$ cat src/rtl/spart_pkg.sv
// Shared SPART definitions: tx state encoding, default framing parameters.
// The receive path uses the same package so both sides agree on framing.
package spart_pkg;
  localparam int OVERSAMPLE_DEF = 16;
  localparam int DATA_BITS_DEF  = 8;
  localparam int FRAME_BITS     = DATA_BITS_DEF + 2;
  localparam int FRAME_TICKS    = FRAME_BITS * OVERSAMPLE_DEF;

  typedef enum logic [1:0] {S_IDLE, S_START, S_DATA, S_STOP} tx_state_t;
endpackage

$ cat src/rtl/spart_transmit.sv
// SPART transmitter: 8N1-style framing paced by an external oversampling tick,
// with a one-byte holding register in front of the shift register.
module spart_transmit
  import spart_pkg::*;
#(
  parameter int OVERSAMPLE = OVERSAMPLE_DEF,
  parameter int DATA_BITS  = DATA_BITS_DEF
) (
  input  logic                 clk,
  input  logic                 rst_n,
  input  logic                 Enable,
  input  logic                 wr,
  input  logic [DATA_BITS-1:0] DATA,
  output logic                 TxD,
  output logic                 TBR,
  output logic                 busy
);
  localparam int TW = (OVERSAMPLE > 1) ? $clog2(OVERSAMPLE) : 1;
  localparam int BW = (DATA_BITS > 1) ? $clog2(DATA_BITS) : 1;
  localparam logic [TW-1:0] TICK_LAST = TW'(OVERSAMPLE - 1);
  localparam logic [BW-1:0] BIT_LAST  = BW'(DATA_BITS - 1);

  tx_state_t            state_q, state_d;
  logic [TW-1:0]        tick_q, tick_d;
  logic [BW-1:0]        bitc_q, bitc_d;
  logic [DATA_BITS-1:0] shift_q, shift_d;
  logic [DATA_BITS-1:0] hold_q, hold_d;
  logic                 full_q, full_d;
  logic                 txd_q, txd_d;
  logic                 wrap, load;

  assign wrap = Enable && (tick_q == TICK_LAST);
  assign TxD  = txd_q;
  assign TBR  = ~full_q;
  assign busy = (state_q != S_IDLE);

  always_ff @(posedge clk or negedge rst_n) begin
    if (!rst_n) begin
      state_q <= S_IDLE;
      tick_q  <= '0;
      bitc_q  <= '0;
      shift_q <= '0;
      hold_q  <= '0;
      full_q  <= 1'b0;
      txd_q   <= 1'b1;
    end else begin
      state_q <= state_d;
      tick_q  <= tick_d;
      bitc_q  <= bitc_d;
      shift_q <= shift_d;
      hold_q  <= hold_d;
      full_q  <= full_d;
      txd_q   <= txd_d;
    end
  end

  always_comb begin
    state_d = state_q;
    tick_d  = tick_q;
    bitc_d  = bitc_q;
    shift_d = shift_q;
    hold_d  = hold_q;
    full_d  = full_q;
    txd_d   = txd_q;
    load    = 1'b0;

    if (state_q != S_IDLE && Enable)
      tick_d = wrap ? '0 : tick_q + 1'b1;

    case (state_q)
      S_IDLE:  if (full_q) load = 1'b1;
      S_START: if (wrap) begin
        state_d = S_DATA;
        bitc_d  = '0;
        txd_d   = shift_q[0];
      end
      S_DATA: if (wrap) begin
        shift_d = shift_q >> 1;
        if (bitc_q == BIT_LAST) begin
          state_d = S_STOP;
          txd_d   = 1'b1;
        end else begin
          bitc_d = bitc_q + 1'b1;
          txd_d  = shift_d[0];
        end
      end
      S_STOP: if (wrap) begin
        // A queued byte starts immediately: no idle bit between frames.
        if (full_q) load = 1'b1;
        else begin
          state_d = S_IDLE;
          txd_d   = 1'b1;
        end
      end
      default: state_d = S_IDLE;
    endcase

    if (load) begin
      state_d = S_START;
      shift_d = hold_q;
      tick_d  = '0;
      bitc_d  = '0;
      txd_d   = 1'b0;
      full_d  = 1'b0;
    end else if (wr && !full_q) begin
      hold_d = DATA;
      full_d = 1'b1;
    end
  end
endmodule

$ cat config.mk
export PLATFORM = sky130hd
export DESIGN_NAME = spart_transmit
export DESIGN_NICKNAME = d
export VERILOG_FILES = /design/src/rtl/spart_pkg.sv /design/src/rtl/spart_transmit.sv
export SDC_FILE = /design/constraint.sdc
export NUM_CORES = 1
export LEC_CHECK = 0
export ABC_AREA = 1
export CORE_MARGIN = 4
export CORE_UTILIZATION = 51
export DETAILED_ROUTE_END_ITERATION = 10
export GPL_ROUTABILITY_DRIVEN = 1
export HOLD_SLACK_MARGIN = 0.15
export PLACE_DENSITY = 0.75
export SLEW_MARGIN = 25
export SYNTH_ARGS = -nofsm -noshare
export SYNTH_HDL_FRONTEND = slang
export SYNTH_SLANG_ARGS = --single-unit
$ cat constraint.sdc
create_clock -name clk -period 1.4 [get_ports clk]
set_input_delay 0.14 -clock clk [delete_from_list [all_inputs] [get_ports clk]]
set_output_delay 0.14 -clock clk [all_outputs]
set_load 0.05 [all_outputs]
After elaboration in Yosys (flattened, before gate mapping) --
Cells that the tools add are included.
Storage, ports and cells: register bits after elaboration 27, input bits 12, word-level logic and storage cells 69, output and inout bits 3
Cells by class: bitwise gates (word level) 2, $add $sub $neg 2, reductions and logical operators 17, muxes and demuxes 30, equal/unequal tests 11
Operators by type and width (count):
- $mux W8 | 3
- $ne A3 B3 Y1 const B | 6
- $mux W2 | 6
- $mux W3 | 4
- $mux W4 | 3
- $mux W1 | 10
- $reduce_bool A2 Y1 | 5
- $pmux W2 S3 | 1
- $pmux W3 S2 | 1
- $reduce_and A6 Y1 | 1
- $reduce_and A5 Y1 | 1
- $add A4 B1 Y4 const B | 1
- $eq A2 B2 Y1 const B | 2
- $eq A4 B4 Y1 const B | 1
- $reduce_and A2 Y1 | 2
- $reduce_and A4 Y1 | 1
- $reduce_bool A4 Y1 | 1
- $add A3 B1 Y3 const B | 1
- $eq A3 B3 Y1 const B | 1
- $logic_and A1 B1 Y1 | 3
- $pmux W1 S3 | 1
- $reduce_bool A3 Y1 | 1
- $eq A2 B1 Y1 const B | 1
- $logic_not A2 Y1 | 1
- 3 further kinds | 4

Depth between registers and ports, before layout --
depth in word-level cells 6, depth in mapped cells 12, depth with buffers taken out 12

Worst setup path before layout --
No wires, ideal clock.
path type flip-flop to flip-flop, start register state_q[0], end register bitc_q[0], path slack -412 ps, arrival time 1695 ps, path buffers 0, required time 1283 ps, cell stages (with the launch flop) 11, period minus slack after synthesis 1812 ps, library setup time 117 ps, path through dfrtp_1 > inv_1 > ha_1 > inv_1 > nand2_4 > nand2_8 > inv_6 > nor2_2 > o21ai_4 > nand3_1 > nand2_1
Between the ends: word-level cells in the longest chain between the ends 4, elaborated cells on any way between the ends 12, those cells by class eq/ne: 6; mux: 3; reduce/logical: 3
RTL lines:
- from (decl) | RTL line spart_transmit.sv:23 | tx_state_t state_q, state_d;
- from (signal assigned) | RTL line spart_transmit.sv:47 | state_q <= state_d;
- $eq A2 B2 Y1 or $logic_not A2 Y1 (tied branches) | RTL line spart_transmit.sv:70 | case (state_q)
- $pmux W1 S2 | RTL line spart_transmit.sv:70
- $ne A3 B3 Y1 (no line) or $reduce_bool A3 Y1 (tied branches)
- $reduce_and A4 Y1 (no line)
- to (signal assigned) | RTL line spart_transmit.sv:49 | bitc_q <= bitc_d;
- to (decl) | RTL line spart_transmit.sv:25 | logic [BW-1:0] bitc_q, bitc_d;
Parallel ways exist; a longest one is shown, timed or not. A chain may end at the register's enable or synchronous reset.

Final worst setup path --
start register tick_q[1], end register bitc_q[0]
Between the ends: word-level cells in the longest chain between the ends 6, elaborated cells on any way between the ends 10, those cells by class eq/ne: 4; mux: 3; reduce/logical: 3
RTL lines:
- from (decl) | RTL line spart_transmit.sv:24 | logic [TW-1:0] tick_q, tick_d;
- from (signal assigned) | RTL line spart_transmit.sv:48 | tick_q <= tick_d;
- $eq A4 B4 Y1 (*) | RTL line spart_transmit.sv:32 | assign wrap = Enable && (tick_q == TICK_LAST);
- $logic_and A1 B1 Y1 (*) | RTL line spart_transmit.sv:32
- $mux W1 | RTL line spart_transmit.sv:87 | S_STOP: if (wrap) begin
- $pmux W1 S2 | RTL line spart_transmit.sv:70
- $ne A3 B3 Y1 (no line) or $reduce_bool A3 Y1 (tied branches)
- $reduce_and A4 Y1 (no line)
Mark *: on every way between the ends. The rest lies on a longest branch, timed or not.

==> run_results.csv <==
group,metric,value,unit
die,die_height,63.95,um
setup_path,crit_chain,"ha_2 > nand2_2 > nor2_4 > nand2_2 > nand2_4 > nand2_8 > inv_8 > nor2_4 > o21ai_4 > nand2_2 > nand2_1 > nand2_1",
drt,drt-met1-wl,1610,um
logic_synthesis,synthCells,174,
sta,setup_slack,-211.5,ps
drt,wl_met3,144,um
sta,slew_violations,0,
logic_synthesis,synthDistinctLibCells,31,
global_route,grt_antenna_before_repair,0,
sta,rsz0062_at_grt,"true",
sta,period_needed,1611,ps
die,fp.coreArea,3028,sq um
clock_tree,cts_buffers,3,
final_layout,fill_cells,179,
final_layout,nets,243,
clock_tree,cts_hold_buf,0,
logic_synthesis,ys_seq_area_share,42.40,%
setup_path,crit_path_max_fanout,7,
clock_tree,clock-sinks,27,
die,initial_core_util,52.73,%
setup_path,startpoint_type,"flip-flop",
run_status,status,"finished with violations",
sta,relSlewSlack,76.64,%
setup_path,critPathBufInv,1,
logic_synthesis,yosysTopAreaCell,"dfrtp_1",
clock_tree,clkTransAtPathRegs,160,ps
run_status,violations,"negative setup slack",
setup_path,reg2reg_from,"tick_q[1]$_DFFE_PN0P_",
global_route,grt_pass1_wl,6589,um
setup_path,worstRegToRegCells,12,
drt,first_pass_iters,4,
clock_tree,cts_tree,"yes",
setup_path,path_class,"reg -> reg",
place,dpl.hpwl,2376,um
die,die_w,63.95,um
clock_tree,clockBufferDepth,2,
power_and_ir_drop,p_leak,1.034,nW
drt,num_vias,1404,
setup_path,r2r_setup_slack,-210,ps
setup_path,crit_path_end,"bitc_q[0]$_DFFE_PN0P_",
sta,setup_violations,20,
logic_synthesis,synth_top_area_share,40.75,%
setup_path,critPathCaptureType,"flip-flop",
setup_path,crit_family,"simple AND/OR/NAND/NOR gates",
logic_synthesis,mappedNetlistNets,194,
die,rows,20,
final_layout,drive_above_1_share,48.65,%
drt,drc,0,
logic_synthesis,synthTopCellsByArea,"dfrtp_1 (41%), nand2_1 (10%), ha_1 (6.3%)",
logic_synthesis,synth_area,1597,sq um
setup_path,critPathMaxStageDelay,410,ps
setup_path,crit_path_top_delay_cell,"dfrtp_1",
drt,vias_per_cell,5.278,
logic_synthesis,avgSynthCellArea,9.175,sq um
global_route,overflow,0,
drt,wl_per_cell,14.76,um
clock_tree,h-tree-depth,1,
setup_path,cp.arrival,1870,ps
drt,ant_nets,0,
place,placed_area,1982,sq um
drt,maxUsedRoutingLayer,"met4",
clock_tree,clk_latency,340,ps
run,maxCapViolCount,0,
global_route,grtUsageTotal,20.27,%
sta,hold_violations,0,
setup_path,r2r_end,"bitc_q[0]$_DFFE_PN0P_",
sta,skew,4.668,ps
worst_hold_path,hold_class,"in -> async",
sta,period_share,115.1,%
setup_path,required,1660,ps
die,die_area,4090,sq um
logic_synthesis,synth_warnings,0,
global_route,first_global_vias,1470,
final_layout,insertedDiodeCount,0,
place,io_buffers,14,
setup_path,crit_path_start,"tick_q[1]$_DFFE_PN0P_",
power_and_ir_drop,ir_drop,1.361,mV
logic_synthesis,synth_seq_cells,27,
drt,route.met2.wl,2079,um
final_layout,syn_to_final_growth,42.40,%
final_layout,fin_area,2273,sq um
setup_path,cp_num_cells,12,
sta,fmax,620.6,MHz
die,io_pins,15,
clock_tree,root_buffer,"clkbuf_4",
drt,drt_iter0_markers,69,
power_and_ir_drop,power,0.005954,W
drt,routed_wl,3925,um
setup_path,crit_top_cell,"nand2_2",
power_and_ir_drop,power_density,2619,nW/um^2
global_route,grt_max_degree,28,
sta,tightest_slew,350.4,ps
place,place_congestion,0.8647,
==> per-stage QoR <==
step | hold WS, ps | cells | setup WS [ps] | utilization (%) | TNS (ps)
global placement | 462.3 | 251 | -269.4 | 65.45 | -3862
global route | 165.2 | 266 | -341.9 | 75.08 | -4389
detailed placement | 474.0 | 251 | -352.8 | 65.45 | -4913
finish | 151.6 | 266 | -211.5 | 75.08 | -2511
CTS | 164.6 | 264 | -172.5 | 72.60 | -2115
floorplan | -155.6 | 174 | -311.5 | - | -5913
==> Yosys cell counts, drive strengths merged <==
cell	count
nand2	52
dfrtp	26
inv	23
nor2	16
o21ai	11
nand3	9
ha	8
mux2	7
a31oi	5
a21oi	3
buf	3
nand4	2
o211ai	2
o221ai	2
dfstp	1
nand3b	1
nor3	1
o31ai	1
xor2	1
==> what timing repair did <==
action,in CTS,in global routing
setup endpoints to repair,20,28
cloned,2,0
pin swaps,9,8
setup buffers,7,2
resized for setup,31,21
==> per-layer routing <==
metal,up-vias,GRT usage [%]
met5,-,0
met4,0,6.469
met1,685,23.77
met2,44,37.42
met3,10,2.988
li1,665,-
==> state kept, by name, summed over array words and instances (netlist names) <==
| name | cells |
|---|---|
| TxD | 1 |
| bitc_q | 3 |
| full_q | 1 |
| hold_q | 8 |
| shift_q | 8 |
| state_q | 2 |
| tick_q | 4 |
==> cells in the final DEF, fill, tap and decap left out, drive strengths merged <==
cell	Yosys	layout
xor2	1	1
nand2	52	53
buf	3	34
nand3	9	9
o211ai	2	2
nand4	2	2
clkdlybuf4s50	0	11
nand3b	1	1
inv	23	22
a31oi	5	5
ha	8	8
nor3	1	1
o21ai	11	12
o221ai	2	2
nor2	16	16
o31ai	1	1
mux2	7	7
dfrtp	26	26
a21oi	3	3
clkbuf	0	3
clkinvlp	0	2
dfstp	1	1
==> area by class of cell <==
cell class / instances / area [sq um] / area share (%)
clock inverters: 1 / 7.507 / 0.3302
flip-flops and latches: 27 / 678.2 / 29.83
repair buffers: 45 / 450.4 / 19.81
clock buffers: 3 / 22.52 / 0.9906
multi-input cells: 123 / 949.7 / 41.77
inverters: 23 / 110.1 / 4.843
well taps: 44 / 55.05 / 2.422
==> power by group <==
part / internal (W) / leakage [nW] / switching (W)
sequential: 0.00117 / 0.322 / 0.000259
clock: 0.000110 / 0.0139 / 0.000258
combinational: 0.00188 / 0.698 / 0.00228
total: 0.00316 / 1.03 / 0.00280
==> how the worst min path moves through the flow <==
stage | endpoint | slack, ps | cells past startpoint
2_1_floorplan | bitc_q[0]$_DFFE_PN0P_ | -160 | 0
3_3_place_gp | bitc_q[2]$_DFFE_PN0P_ | 460 | 2
3_5_place_dp | bitc_q[1]$_DFFE_PN0P_ | 470 | 2
4_1_cts | bitc_q[2]$_DFFE_PN0P_ | 160 | 2
5_1_grt | bitc_q[2]$_DFFE_PN0P_ | 170 | 2
6_report | bitc_q[2]$_DFFE_PN0P_ | 150 | 2
==> logic make-up after synthesis <==
family / count (synthesis) / synth area share (%)
AOI/OAI and AO/OA: 24 / 13.56
xor gates and xnor gates: 1 / 0.5487
adders and majority gates: 8 / 6.270
buffers and inverters: 26 / 8.699
DFF: 27 / 42.40
muxes: 7 / 4.938
and+or+nand+nor: 81 / 23.59
Power figures use the tool's default switching activity.
